<file path="config.mk">
export PLATFORM = sky130hd
export DESIGN_NAME = ipsxe_floating_point_vec_ctrl_flat
export DESIGN_NICKNAME = d
export VERILOG_FILES = /design/src/rtl/ipsxe_floating_point_vec_ctrl_pkg.sv /design/src/rtl/ipsxe_floating_point_vec_ctrl_if.sv /design/src/rtl/ipsxe_floating_point_res_cmp.sv /design/src/rtl/ipsxe_floating_point_vec_ctrl.sv /design/src/flat_wrapper.sv
export SDC_FILE = /design/constraint.sdc
export NUM_CORES = 1
export LEC_CHECK = 0
export ABC_AREA = 1
export CAP_MARGIN = 20
export CORE_MARGIN = 2
export CORE_UTILIZATION = 30
export CTS_BUF_LIST = sky130_fd_sc_hd__clkbuf_4 sky130_fd_sc_hd__clkbuf_8
export DETAILED_ROUTE_END_ITERATION = 8
export GPL_TIMING_DRIVEN = 1
export PLACE_DENSITY = 0.79
export SETUP_SLACK_MARGIN = 0.5
export SLEW_MARGIN = 20
export SYNTH_ARGS = -nofsm -noshare
export SYNTH_HDL_FRONTEND = slang
export SYNTH_SLANG_ARGS = --single-unit
</file>
<file path="constraint.sdc">
create_clock -name clk -period 1.5 [get_ports clk]
set_clock_uncertainty 0.05 [all_clocks]
set_input_delay 0.3 -clock clk [delete_from_list [all_inputs] [get_ports clk]]
set_output_delay 0.3 -clock clk [all_outputs]
set_load 0.03 [all_outputs]
</file>
<file path="src/rtl/ipsxe_floating_point_vec_ctrl_pkg.sv">
// Shared types for the FP test-vector sequencer.
// Build option: IPSXE_FLOATING_POINT_NAN_CMP_EN (NaN-aware compare).
package ipsxe_floating_point_ctrl_pkg;

  localparam int CNT_W  = 5;
  localparam int ADDR_W = 4;
  localparam int TMO_W  = 8;

  typedef enum logic [2:0] {
    S_IDLE,
    S_FETCH,
    S_ISSUE,
    S_WAIT_RES,
    S_CHECK,
    S_DONE
  } state_t;

  function automatic int fp_width(
    input int exp_w,
    input int man_w
  );
    return 1 + exp_w + man_w;
  endfunction

endpackage

</file>
<file path="src/rtl/ipsxe_floating_point_vec_ctrl_if.sv">
// Operand issue / result return handshake between
// the vector sequencer (master) and the FP core (slave).
interface ipsxe_floating_point_vec_ctrl_if
  import ipsxe_floating_point_ctrl_pkg::*;
#(
  parameter int W = fp_width(8, 23)
);

  logic         op_valid;
  logic         op_ready;
  logic [W-1:0] op_a;
  logic [W-1:0] op_b;
  logic         res_valid;
  logic [W-1:0] res_data;

  modport master (
    output op_valid,
    output op_a,
    output op_b,
    input  op_ready,
    input  res_valid,
    input  res_data
  );

  modport slave (
    input  op_valid,
    input  op_a,
    input  op_b,
    output op_ready,
    output res_valid,
    output res_data
  );

endinterface

</file>
<file path="src/rtl/ipsxe_floating_point_res_cmp.sv">
// Result-vs-expected compare; bit-exact by default, NaN-equivalent
// when IPSXE_FLOATING_POINT_NAN_CMP_EN is defined.
module ipsxe_floating_point_res_cmp
  import ipsxe_floating_point_ctrl_pkg::*;
#(
  parameter int EXP_WIDTH = 8,
  parameter int MAN_WIDTH = 23
) (
  input  logic [EXP_WIDTH+MAN_WIDTH:0] res,
  input  logic [EXP_WIDTH+MAN_WIDTH:0] exp_word,
  output logic                         match
);

  localparam int W = fp_width(EXP_WIDTH, MAN_WIDTH);

`ifdef IPSXE_FLOATING_POINT_NAN_CMP_EN
  logic res_nan;
  logic exp_nan;

  // any NaN equals any NaN: sign and payload are ignored
  assign res_nan = (&res[W-2:MAN_WIDTH])
                 & (|res[MAN_WIDTH-1:0]);
  assign exp_nan = (&exp_word[W-2:MAN_WIDTH])
                 & (|exp_word[MAN_WIDTH-1:0]);
  assign match   = (res == exp_word)
                 | (res_nan & exp_nan);
`else
  assign match = (res[W-1:0] == exp_word[W-1:0]);
`endif

endmodule

</file>
<file path="src/rtl/ipsxe_floating_point_vec_ctrl.sv">
// FP test-vector sequencer: walks the ROMs, issues operands, checks results.
// Build option: IPSXE_FLOATING_POINT_NAN_CMP_EN (NaN-aware compare).
module ipsxe_floating_point_vec_ctrl
  import ipsxe_floating_point_ctrl_pkg::*;
#(
  parameter int EXP_WIDTH   = 8,
  parameter int MAN_WIDTH   = 23,
  parameter int NUM_VECTORS = 4,
  parameter int TIMEOUT     = 64
) (
  input  logic                         clk,
  input  logic                         rst,
  input  logic                         start,
  output logic [ADDR_W-1:0]            rom_rd_addr,
  input  logic [EXP_WIDTH+MAN_WIDTH:0] rom_a_dout,
  input  logic [EXP_WIDTH+MAN_WIDTH:0] rom_b_dout,
  input  logic [EXP_WIDTH+MAN_WIDTH:0] rom_exp_dout,
  ipsxe_floating_point_vec_ctrl_if.master core,
  output logic                         busy,
  output logic                         done,
  output logic [CNT_W-1:0]             pass_cnt,
  output logic [CNT_W-1:0]             fail_cnt,
  output logic                         timeout_err
);

  localparam logic [ADDR_W-1:0] LAST_IDX =
    ADDR_W'(NUM_VECTORS - 1);
  localparam logic [TMO_W-1:0] TMO_LAST =
    TMO_W'(TIMEOUT - 1);

  state_t            state;
  state_t            state_nxt;
  logic [ADDR_W-1:0] idx;
  logic [TMO_W-1:0]  tmo;
  logic              match;
  logic              hit;
  logic              skip;
  logic              accept;
  logic              expired;

  ipsxe_floating_point_res_cmp #(
    .EXP_WIDTH (EXP_WIDTH),
    .MAN_WIDTH (MAN_WIDTH)
  ) u_cmp (
    .res      (core.res_data),
    .exp_word (rom_exp_dout),
    .match    (match)
  );

  assign accept  = core.op_valid & core.op_ready;
  assign expired = (tmo == TMO_LAST);

  assign rom_rd_addr   = idx;
  assign core.op_valid = (state == S_ISSUE);
  assign core.op_a     = rom_a_dout;
  assign core.op_b     = rom_b_dout;
  assign busy          = (state != S_IDLE);
  assign done          = (state == S_DONE);

  always_ff @(posedge clk) begin
    if (rst) state <= S_IDLE;
    else     state <= state_nxt;
  end

  always_comb begin
    state_nxt = state;
    unique case (state)
      S_IDLE:     if (start) state_nxt = S_FETCH;
      S_FETCH:    state_nxt = S_ISSUE;
      S_ISSUE:    if (accept) state_nxt = S_WAIT_RES;
      S_WAIT_RES: if (core.res_valid || expired)
                    state_nxt = S_CHECK;
      S_CHECK:    state_nxt = (idx == LAST_IDX) ?
                              S_DONE : S_FETCH;
      S_DONE:     state_nxt = S_IDLE;
      default:    state_nxt = S_IDLE;
    endcase
  end

  always_ff @(posedge clk) begin
    if (rst) begin
      idx         <= '0;
      tmo         <= '0;
      hit         <= 1'b0;
      skip        <= 1'b0;
      pass_cnt    <= '0;
      fail_cnt    <= '0;
      timeout_err <= 1'b0;
    end else begin
      case (state)
        S_IDLE: begin
          if (start) begin
            idx         <= '0;
            pass_cnt    <= '0;
            fail_cnt    <= '0;
            timeout_err <= 1'b0;
          end
        end
        S_ISSUE: begin
          if (accept) begin
            tmo  <= '0;
            hit  <= 1'b0;
            skip <= 1'b0;
          end
        end
        S_WAIT_RES: begin
          if (core.res_valid) begin
            hit <= match;
          end else if (expired) begin
            // timed-out vector is charged here; CHECK must not recount it
            skip        <= 1'b1;
            fail_cnt    <= fail_cnt + CNT_W'(1);
            timeout_err <= 1'b1;
          end else begin
            tmo <= tmo + TMO_W'(1);
          end
        end
        S_CHECK: begin
          if (!skip) begin
            if (hit) pass_cnt <= pass_cnt + CNT_W'(1);
            else     fail_cnt <= fail_cnt + CNT_W'(1);
          end
          if (idx != LAST_IDX) idx <= idx + ADDR_W'(1);
        end
        default: ;
      endcase
    end
  end

endmodule
</file>
<file path="src/flat_wrapper.sv">
// flat-port wrapper written by rule: the top's interface ports become plain ports
module ipsxe_floating_point_vec_ctrl_flat import ipsxe_floating_point_ctrl_pkg::*;
#(
  parameter int EXP_WIDTH   = 8,
  parameter int MAN_WIDTH   = 23,
  parameter int NUM_VECTORS = 4,
  parameter int TIMEOUT     = 64
)
  (clk, rst, start, rom_rd_addr, rom_a_dout, rom_b_dout, rom_exp_dout, busy, done, pass_cnt, fail_cnt, timeout_err, core_op_valid, core_op_a, core_op_b, core_op_ready, core_res_valid, core_res_data);
  ipsxe_floating_point_vec_ctrl_if core_i ();
  input  logic clk;
  input  logic rst;
  input  logic start;
  output logic [ADDR_W-1:0] rom_rd_addr;
  input  logic [EXP_WIDTH+MAN_WIDTH:0] rom_a_dout;
  input  logic [EXP_WIDTH+MAN_WIDTH:0] rom_b_dout;
  input  logic [EXP_WIDTH+MAN_WIDTH:0] rom_exp_dout;
  output logic busy;
  output logic done;
  output logic [CNT_W-1:0] pass_cnt;
  output logic [CNT_W-1:0] fail_cnt;
  output logic timeout_err;
  output wire logic [$bits(core_i.op_valid)-1:0] core_op_valid;
  output wire logic [$bits(core_i.op_a)-1:0] core_op_a;
  output wire logic [$bits(core_i.op_b)-1:0] core_op_b;
  input wire logic [$bits(core_i.op_ready)-1:0] core_op_ready;
  input wire logic [$bits(core_i.res_valid)-1:0] core_res_valid;
  input wire logic [$bits(core_i.res_data)-1:0] core_res_data;
  assign core_op_valid = core_i.op_valid;
  assign core_op_a = core_i.op_a;
  assign core_op_b = core_i.op_b;
  assign core_i.op_ready = core_op_ready;
  assign core_i.res_valid = core_res_valid;
  assign core_i.res_data = core_res_data;
  ipsxe_floating_point_vec_ctrl #(.EXP_WIDTH(EXP_WIDTH), .MAN_WIDTH(MAN_WIDTH), .NUM_VECTORS(NUM_VECTORS), .TIMEOUT(TIMEOUT)) u_core (.clk(clk), .rst(rst), .start(start), .rom_rd_addr(rom_rd_addr), .rom_a_dout(rom_a_dout), .rom_b_dout(rom_b_dout), .rom_exp_dout(rom_exp_dout), .core(core_i), .busy(busy), .done(done), .pass_cnt(pass_cnt), .fail_cnt(fail_cnt), .timeout_err(timeout_err));
endmodule
</file>
# Word level (Yosys, flattened, before mapping)

Index checks and enable logic that the tools add are counted.

Register bits after elaboration: 28
Bits in latches: 0
RAM bits: 0
Memory bits (read-only): 0
Input port bits: 133
Output and inout bits: 82
Logic and storage cells: 77
Memories: 0

Add/sub/neg operators: 4
Multipliers: 0
Div/mod/pow operators: 0
Magnitude comparators: 0
Equal/unequal tests: 20
Shifts and indexed selects: 0
Mux-type cells: 29
Bitwise gates (word level): 1
Reduce and logical (&&, ||, !) cells: 15

Operators with widths:

| operator                                              | count |
|---|---|
| two-way mux 5 bit                                     | 7 |
| equality test 32 bit                                  | 1 |
| two-way mux 8 bit                                     | 3 |
| case mux 8 bit (2 select lines)                       | 1 |
| AND reduction 4 bit                                   | 4 |
| case mux 3 bit (5 select lines)                       | 1 |
| case mux 5 bit (3 select lines)                       | 1 |
| inequality test 2 bit, second input constant          | 7 |
| two-way mux 3 bit                                     | 4 |
| adder 5 x 1 -> 5 bit, second input constant           | 2 |
| case mux 5 bit (2 select lines)                       | 1 |
| AND reduction 3 bit                                   | 3 |
| adder 8 x 1 -> 8 bit, second input constant           | 1 |
| equality test 8 x 6 -> 1 bit, second input constant   | 1 |
| two-way mux 4 bit                                     | 2 |
| inequality test 2 x 1 -> 1 bit, second input constant | 4 |
| case mux 4 bit (2 select lines)                       | 1 |
| equality test 3 x 2 -> 1 bit, second input constant   | 2 |
| equality test 3 bit, second input constant            | 2 |
| case mux 1 bit (2 select lines)                       | 3 |
| AND reduction 6 bit                                   | 1 |
| nonzero test 2 bit                                    | 3 |
| nonzero test 3 bit                                    | 2 |
| two-way mux 1 bit                                     | 5 |
| 7 further kinds                                       | 7 |

# Depth between registers and ports, before layout

Gate-level depths: netlist of run 1.

Depth in word-level cells: 4
Depth in mapped cells: 12
Depth with buffers taken out: 12

# Hierarchy

From an unflattened synthesis of run 1, not the netlist that was laid out.

Cell total of the unflattened synthesis: 480
Area total of the unflattened synthesis: 2812.7 um^2

Modules (own cells, without submodules):

| module                        | instances | cells an instance | area an instance (um^2) | seq. area each (um^2) |
|---|---|---|---|---|
| ipsxe_floating_point_vec_ctrl | 1         | 312               | 2167.1                  | 560.5 |
| ipsxe_floating_point_res_cmp  | 1         | 168               | 645.6                   | 0.0 |

# Worst setup path before layout of run 1

No wires, ideal clock.

Path type: reg2reg
Start: register u_core.state[1]
End: register u_core.tmo[6]
Library setup time: 0.111 ns
Data arrival time: 1.493 ns
Data required time: 1.339 ns
Slack: -0.154 ns
Stages on the path, launching flop included: 10
Buffers on the path: 0
Period minus slack after synthesis: 1.654 ns
Cell sequence: dfxtp_1 inv_1 nor3_2 nand2_1 nand2_2 nand2_4 clkinv_2 nand2_1 nand2_1 nor2_1

Cells in the longest elaborated chain, start to end: 4
Elaborated cells on any way between the ends: 9
Those cells by class: eq/ne: 5; mux: 1; bitwise: 1; reduce/logical: 2

RTL lines:

| item                                   | RTL line                             | text |
|---|---|---|
| start, declared                        | ipsxe_floating_point_vec_ctrl.sv:31  | `state_t state;` |
| start signal, assigned                 | ipsxe_floating_point_vec_ctrl.sv:62  | `else state <= state_nxt;` |
| equality test 3 x 2 -> 1 bit (*)       | ipsxe_floating_point_vec_ctrl.sv:54  | `assign core.op_valid = (state == S_ISSUE);` |
| net core_op_valid                      | flat_wrapper.sv:23                   | `output wire logic [$bits(core_i.op_valid)-1:0] core_op_valid;` |
| AND 1 bit                              | ipsxe_floating_point_vec_ctrl.sv:50  | `assign accept = core.op_valid & core.op_ready;` |
| inequality test 2 bit (no source line) | n/a                                  |  |
| AND reduction 4 bit (no source line)   | n/a                                  |  |
| end signal, assigned                   | ipsxe_floating_point_vec_ctrl.sv:115 | `tmo <= tmo + TMO_W'(1);` |
| end, declared                          | ipsxe_floating_point_vec_ctrl.sv:34  | `logic [TMO_W-1:0] tmo;` |

The timed path passes the listed nets; every way through them passes the cells marked *.
A chain may end at the register's enable or synchronous reset.

# Final worst setup path of run 1

Start: register u_core.state[1]
End: register u_core.tmo[6]

Cells in the longest elaborated chain, start to end: 4
Elaborated cells on any way between the ends: 9
Those cells by class: eq/ne: 5; mux: 1; bitwise: 1; reduce/logical: 2

RTL lines:

| item                                   | RTL line |
|---|---|
| equality test 3 x 2 -> 1 bit           | ipsxe_floating_point_vec_ctrl.sv:54, ipsxe_floating_point_vec_ctrl.sv:90 |
| AND 1 bit                              | ipsxe_floating_point_vec_ctrl.sv:50 |
| inequality test 2 bit (no source line) | n/a |
| AND reduction 4 bit (no source line)   | n/a |

Several ways; a longest one is shown, not always the timed one.

==> run metrics, run 1 <==
status=complete, but fails checks; failing checks=setup timing; Setup TNS Final=-1.91 ns; pin count of the biggest net entering global routing=17; clock sinks=28; syn nets=about 560; DRT antenna net count=0; CTS tree=done; DR WL met2=around 4.5 mm; largest family of logic cells by synthesized area=simple AND/OR/NAND/NOR gates; WS Path Type=reg2reg; GRT Overall Usage=around 17%; CTS Hold Buffers Added=0; Layout area overhead=59.9%; final hold vios=0; final setup fails=21; Fmax=between 500 and 600 MHz; Slew headroom=roughly four fifths; Routed met3 length=between 500 and 600 µm; R2R Path End=u_core.tmo[6]; crit-path cells=nand2_4 > nor2_4 > inv_4 > nor2_4 > inv_2 > nand2_2 > nand2_4 > o21ai_1 > inv_1 > nor2_1; Die X=approximately 97 µm; worst-path fanout max=8; RSZ-0062 raised after global routing=true; Pleak=1.96 nW; worst setup path start=u_core.state[1]; per-cell routed wire length=roughly 14 µm; starting density of the core=between 30 and 40%; FP Rows=33; internal reg-to-reg setup slack=-0.30 ns; total CTS buffers=3; clk_lat worst skew=between 0.2 and 0.3 ns; grt ovf=0; layout cells sized above 1=roughly two fifths; initial DRC count=about 110; CTS Buffer Depth=2; worst hold path class=reg2reg; Syn Inst Count=between 400 and 500; simple-gate portion of the synthesized area=around a third; CORE AREA=8260 µm²; Via density=~4.7; synthesized area per cell=around 6.2 µm²; H-tree levels=1; Crit. End Element=register; DRT Wirelength=8.71 mm; vias in the first global route=~3000; xor/xnor share of the synthesized area=roughly 5.4%; slowest CP cell=dfxtp_4; Synth top area share=around 22%; post-layout util=between 40% and 50%; post-synthesis sequential area ratio=between 20% and 30%; n_diodes=0; Final Max Tran Viols=0; Placer Congestion=around 0.84; startpoint types=register; Final WS setup=-0.299 ns; # Max-Cap Violations=0; peak supply drop=between 0.5 and 0.6 mV; Total Die Area=9350 µm²; Detail Placement HPWL=between 5 and 6 mm; PortBufs=86; Residual DRC=0; Max stage delay on crit path=0.41 ns; antenna violations before repair=0; clock slew at reported path FFs=roughly 0.10 ns; post-synth cell types=32; nets=641; final total power=roughly 3.6 mW; post-synthesis adder-cell area fraction=under 10%; Die Y=96.7 µm; iteration count of the initial detailed-routing pass=5; Crit path arrival time=roughly 2.0 ns; DP Worst Slack=-0.161 ns; synthesized area=~2600 µm²; Final min period=between 1.5 and 2 ns; Clock Tree Root=clkbuf_8; CP endpoint=u_core.tmo[6]; Yosys warning count=0; leading area contributor after synthesis=dfxtp_1; worst reg-to-reg path cell count=10; routed via count=approximately 2800; Tcrit/Tclk final=120%; wl on met1=about 3.1 mm; Seq cells post-synth=28; top routing layer used=met4; RR Startpoint=u_core.state[1]; pwr dens=876 nW/µm²; WP data required=1.68 ns; first-pass GRT wire length=between 10 and 15 mm; I/O Pins=between 200 and 250; Slew @ Worst Pin=a little over 0.3 ns; mux cell area share after synthesis=0%; Synth Area in Compound Gates=slightly below 9%; largest cells by area after synthesis=dfxtp_1, buf_4, nand2_1
==> synth_stat cells (all sizes together) <==
master,count
xnor2,13
buf,64
or2,1
a21oi,20
xor2,3
o211a,1
nor2,44
nand2,127
inv,68
a31oi,1
nand3,9
nor3,7
a31o,1
nand4,4
ha,4
o2111ai,1
clkinv,1
clkbuf,1
and3,3
dfxtp,28
o21ai,16
o22ai,2
==> logic make-up (layout without fill, tap and decap cells) <==
logic type                 after synthesis  count (layout)
xor gates and xnor gates                16              16
buffers and inverters                  134             218
and+or+nand+nor                        195             195
AOI/OAI and AO/OA                       42              42
DFF                                     28              28
adders and majority gates                4               4
==> routing by layer <==
layer  vias up  GRT usage (%)
li1       1381              -
met4         0           10.4
met2       131           30.6
met5         -              0
met3        53           5.06
met1      1268           16.3
==> what timing repair did <==
item,4_1_cts,5_1_grt
pin swaps,14,24
setup buffers,18,17
endpoints found under the setup margin,46,46
gates resized for setup,171,46
==> power breakdown <==
part | switching (mW) | leakage [nW] | internal [mW]
registers | 0.108 | 0.240 | 0.864
clock network | 0.261 | 0.0357 | 0.359
logic | 1.05 | 1.68 | 0.963
==> layout make-up <==
cell class              count  area, µm²
clock inverters             1       30.0
inverters                  69        274
flip-flops and latches     28        613
fillers                   746       4140
multi-input cells         257       1650
well taps                 105        131
clock buffers               3       41.3
repair buffers            145       1390
==> cells in the final DEF, fill, tap and decap left out, drive strengths merged <==
cell type      netlist  layout
clkinv               1       1
o211a                1       1
and3                 3       3
nor3                 7       7
o21ai               16      16
ha                   4       4
bufinv               0       1
o22ai                2       2
nand4                4       4
buf                 64      77
xnor2               13      13
dfxtp               28      28
o2111ai              1       1
xor2                 3       3
or2                  1       1
a31o                 1       1
clkbuf               1       3
clkdlybuf4s50        0      68
a31oi                1       1
nand3                9       9
nand2              127     127
a21oi               20      20
nor2                44      44
inv                 68      68
==> registers in the layout (all words and copies together), names as in the netlist <==
signal              count
u_core.tmo              8
u_core.fail_cnt         5
u_core.pass_cnt         5
u_core.rom_rd_addr      4
u_core.state            3
u_core.hit              1
u_core.skip             1
u_core.timeout_err      1
==> worst max-delay path, delay by kind of cell (launching register included) <==
| kind | cells | cell delay, ns |
|---|---|---|
| and+or+nand+nor | 6 | 0.77 |
| DFF | 1 | 0.41 |
| AOI/OAI and AO/OA | 1 | 0.25 |
| buffers and inverters | 3 | 0.24 |
==> per-stage QoR <==
step,hold WS (ns),instance area [µm²],cells
finish,0.405,4120,608
global route,0.424,4120,608
CTS,0.403,3830,591
detailed placement,0.388,3330,569
global placement,0.386,3330,569
floorplan,0.312,2630,419
==> worst min path at each step <==
| stage | startpoint | depth (start not counted) | end | slack (ns) |
|---|---|---|---|---|
| after floorplan | rst | 1 | u_core.tmo[1] | 0.31 |
| after global placement | u_core.tmo[5] | 2 | u_core.tmo[5] | 0.39 |
| after detailed placement | u_core.tmo[5] | 2 | u_core.tmo[5] | 0.39 |
| after CTS | u_core.tmo[5] | 2 | u_core.tmo[5] | 0.40 |
| after global routing | u_core.tmo[5] | 2 | u_core.tmo[5] | 0.42 |
| final | u_core.tmo[5] | 2 | u_core.tmo[5] | 0.40 |
No activity file was read; power rests on OpenSTA's default activity.
==> inputs of run 2 (changes only) <==
--- a/config.mk
+++ b/config.mk
@@ -5,14 +5,13 @@
 export SDC_FILE = /design/constraint.sdc
 export NUM_CORES = 1
 export LEC_CHECK = 0
-export ABC_AREA = 1
 export CAP_MARGIN = 20
 export CORE_MARGIN = 2
-export CORE_UTILIZATION = 30
+export CORE_UTILIZATION = 29
 export CTS_BUF_LIST = sky130_fd_sc_hd__clkbuf_4 sky130_fd_sc_hd__clkbuf_8
 export DETAILED_ROUTE_END_ITERATION = 8
 export GPL_TIMING_DRIVEN = 1
-export PLACE_DENSITY = 0.79
+export PLACE_DENSITY = 0.8
 export SETUP_SLACK_MARGIN = 0.5
 export SLEW_MARGIN = 20
 export SYNTH_ARGS = -nofsm -noshare
==> run 2 against run 1 <==
Against the previous run: first-iteration DRC count shrank 1.9%; wire length shrank 2.3%; utilization shrank 2.3 points; clock power shrank 28%; final area shrank 11%; largest power group unchanged; sequential share of layout area grew 1.6 points; the run still ends with setup timing left; non-clock buffer count grew 9; critical path depth shrank 4; register-to-register slack gained 0.09 ns.
==> run metrics, run 2 <==
status=complete, but fails checks; failing checks=setup timing; total CTS buffers=3; clk_lat worst skew=around 0.27 ns; Finished Cell Area=roughly 3700 µm²; hold depth=2; synthesized area per cell=about 8.4 µm²; syn nets=a little over 400; grt ovf=0; multi-input logic area=1450 µm²; synthesized area=approximately 2300 µm²; Pint=approximately 1.4 mW; per-cell routed wire length=18.4 µm; CTS tree=done; GRT Overall Usage=about 17%; routed via count=between 2000 and 2500; Syn Inst Count=between 200 and 300; RSZ-0062 raised after global routing=true; FP Rows=32; Fmax=slightly below 600 MHz; Final min period=roughly 1.7 ns; worst-path fanout max=8; peak supply drop=0.325 mV; DRT antenna net count=0; DP Worst Slack=-0.638 ns; first-pass GRT wire length=roughly 12 mm; Total Die Area=8650 µm²; nets=498; post-layout util=between 40% and 50%; hold_sp=u_core.fail_cnt[4]; largest cells by area after synthesis=dfxtp_1, buf_4, xnor2_1; Crit. End Element=register; iteration count of the initial detailed-routing pass=4; Tcrit/Tclk final=114%; most common cell after layout, fill and taps aside=buf_4; # Max-Cap Violations=0; Residual DRC=0; Slew headroom=72.3%; Placed Area=3160 µm²; FILL cells=721; CORE AREA=7690 µm²; Seq cells post-synth=28; H-tree levels=1; pin count of the biggest net entering global routing=16; Via density=4.93; Reg power frac=between 30% and 40%; Crit path arrival time=roughly 1.9 ns; most common library cells after synthesis=buf_4, xnor2_1, dfxtp_1, a21oi_1, nor2_1; Comb power frac=between 40% and 50%; Clock Tree Root=clkbuf_8; final setup fails=19; Reg with most FFs=u_core.tmo; clock slew at reported path FFs=0.10 ns; DRT Wirelength=8.50 mm; highest-count cells in the layout ignoring fill and taps=buf_4, dlygate4sd2_1, buf_6, xnor2_1, clkdlybuf4s50_1; RR Startpoint=u_core.state[0]; final hold slack=0.451 ns; R2R Path End=u_core.fail_cnt[2]; final hold vios=0; vias in the first global route=about 2200; layout cells sized above 1=between 40% and 50%; Net Sw Power=about 0.60 mW; post-synth cell types=47; FF+latch area=around 600 µm²; top-count cell post-synth=buf_4; n_diodes=0; Die X=around 93 µm; Synth async-reset ratio=0%; WP data required=1.66 ns; leading area contributor after synthesis=dfxtp_1; startpoint types=register; worst setup path start=u_core.state[0]; Detail Placement HPWL=6.40 mm; EDFF count, synth=0; largest registers=u_core.tmo x8, u_core.fail_cnt x5, u_core.pass_cnt x5; Slew @ Worst Pin=roughly 0.40 ns; worst hold path class=reg2reg; Yosys warning count=0; CTS Buffer Depth=2; Switching Fraction=about 29%; Layout area overhead=59.2%; Final Max Tran Viols=0; Final WS setup=-0.204 ns; antenna violations before repair=0; final total power=between 2 and 2.5 mW; Clock Power Share=22.0%; internal reg-to-reg setup slack=-0.20 ns; WS Path Type=reg2reg; Die Y=93.0 µm; worst reg-to-reg path cell count=6; ys flop type=dfxtp_1; PortBufs=between 80 and 90; Placer Congestion=between 0.8 and 0.9; starting density of the core=29.9%; post-synthesis sequential area ratio=24.4%; Synth top area share=24.4%; Pleak=about 1.4 nW; Endpoint, Worst Hold=u_core.fail_cnt[4]; I/O Pins=215; clock sinks=28; max FFs per register=8; initial DRC count=105; pwr dens=~550 nW/µm²
-- run 2: changes by cell type after synthesis, moves of 4 or more --
cell      previous run  this run
nand2b_1             0         9
a311oi_1             0         4
nand4_1              3        13
nor2b_1              0         8
nand2_2              6         0
nor2_1              38        16
nand2_1            120         8
xnor2_1             13        32
inv_2                4         0
inv_1               63         1
o21ai_0             14         6
-- run 2: how the worst max path moves through the flow --
stage	slack [ns]	endpoint	depth (start not counted)
2_1_floorplan	-0.32	u_core.fail_cnt[2]	8
3_3_place_gp	-0.56	u_core.fail_cnt[2]	6
3_5_place_dp	-0.64	u_core.fail_cnt[2]	6
4_1_cts	-0.22	u_core.fail_cnt[2]	6
5_1_grt	-0.25	u_core.fail_cnt[2]	6
6_report	-0.20	u_core.fail_cnt[2]	6
-- run 2: power groups by stage --
stage               combinational, mW  sequential [mW]  clock (mW)
CTS                             0.717            0.769       0.453
global route                    0.864            0.772       0.482
detailed placement              0.660            0.787           0
global placement                0.651            0.787           0
finish                          0.813            0.770       0.446
floorplan                       0.634            0.786           0
-- run 2: cells by family after synthesis --
logic type	Yosys count	synth area share (%)
xor gates and xnor gates	38	14.5
AOI/OAI and AO/OA	41	11.1
and+or+nand+nor	90	24.4
buffers and inverters	74	23.5
DFF	28	24.4
adders and majority gates	4	2.18
-- run 2: cell type report --
class	count	share of cell area, %
Timing Repair Buffer	154	39.1
Sequential cell	28	16.4
Clock buffer	4	1.33
Tap cell	102	3.49
Inverter	1	0.103
Multi-Input combinational cell	173	39.5
-- run 2: critical path, stage by stage (launching register included) --
cell and delay, ns:
dfxtp_4 0.39, buf_6 0.09, and4bb_4 0.25, nand3_4 0.07, and2_4 0.19, or4b_4 0.48
a21oi_2 0.12
-- run 2: metal layers --
layer  global-route usage, %  wire length, µm  share of wire, %
met1                    18.7             3080                36
met2                    32.1             4500                53
met3                    7.17              797               9.4
met4                    2.94              124               1.5
met5                       0                0                 0
-- run 2: what timing repair did --
item	in CTS	in global routing
resized for setup	196	33
hold buffers	0	0
setup endpoints to repair	46	46
buffers inserted	12	16
pin swaps	42	25
-- run 2: through the flow --
step | TNS (ns) | cells
final | -2.35 | 462
after global placement | -8.80 | 430
after global routing | -3.61 | 462
after CTS | -2.15 | 446
after detailed placement | -10.12 | 430
after floorplan | -1.17 | 275
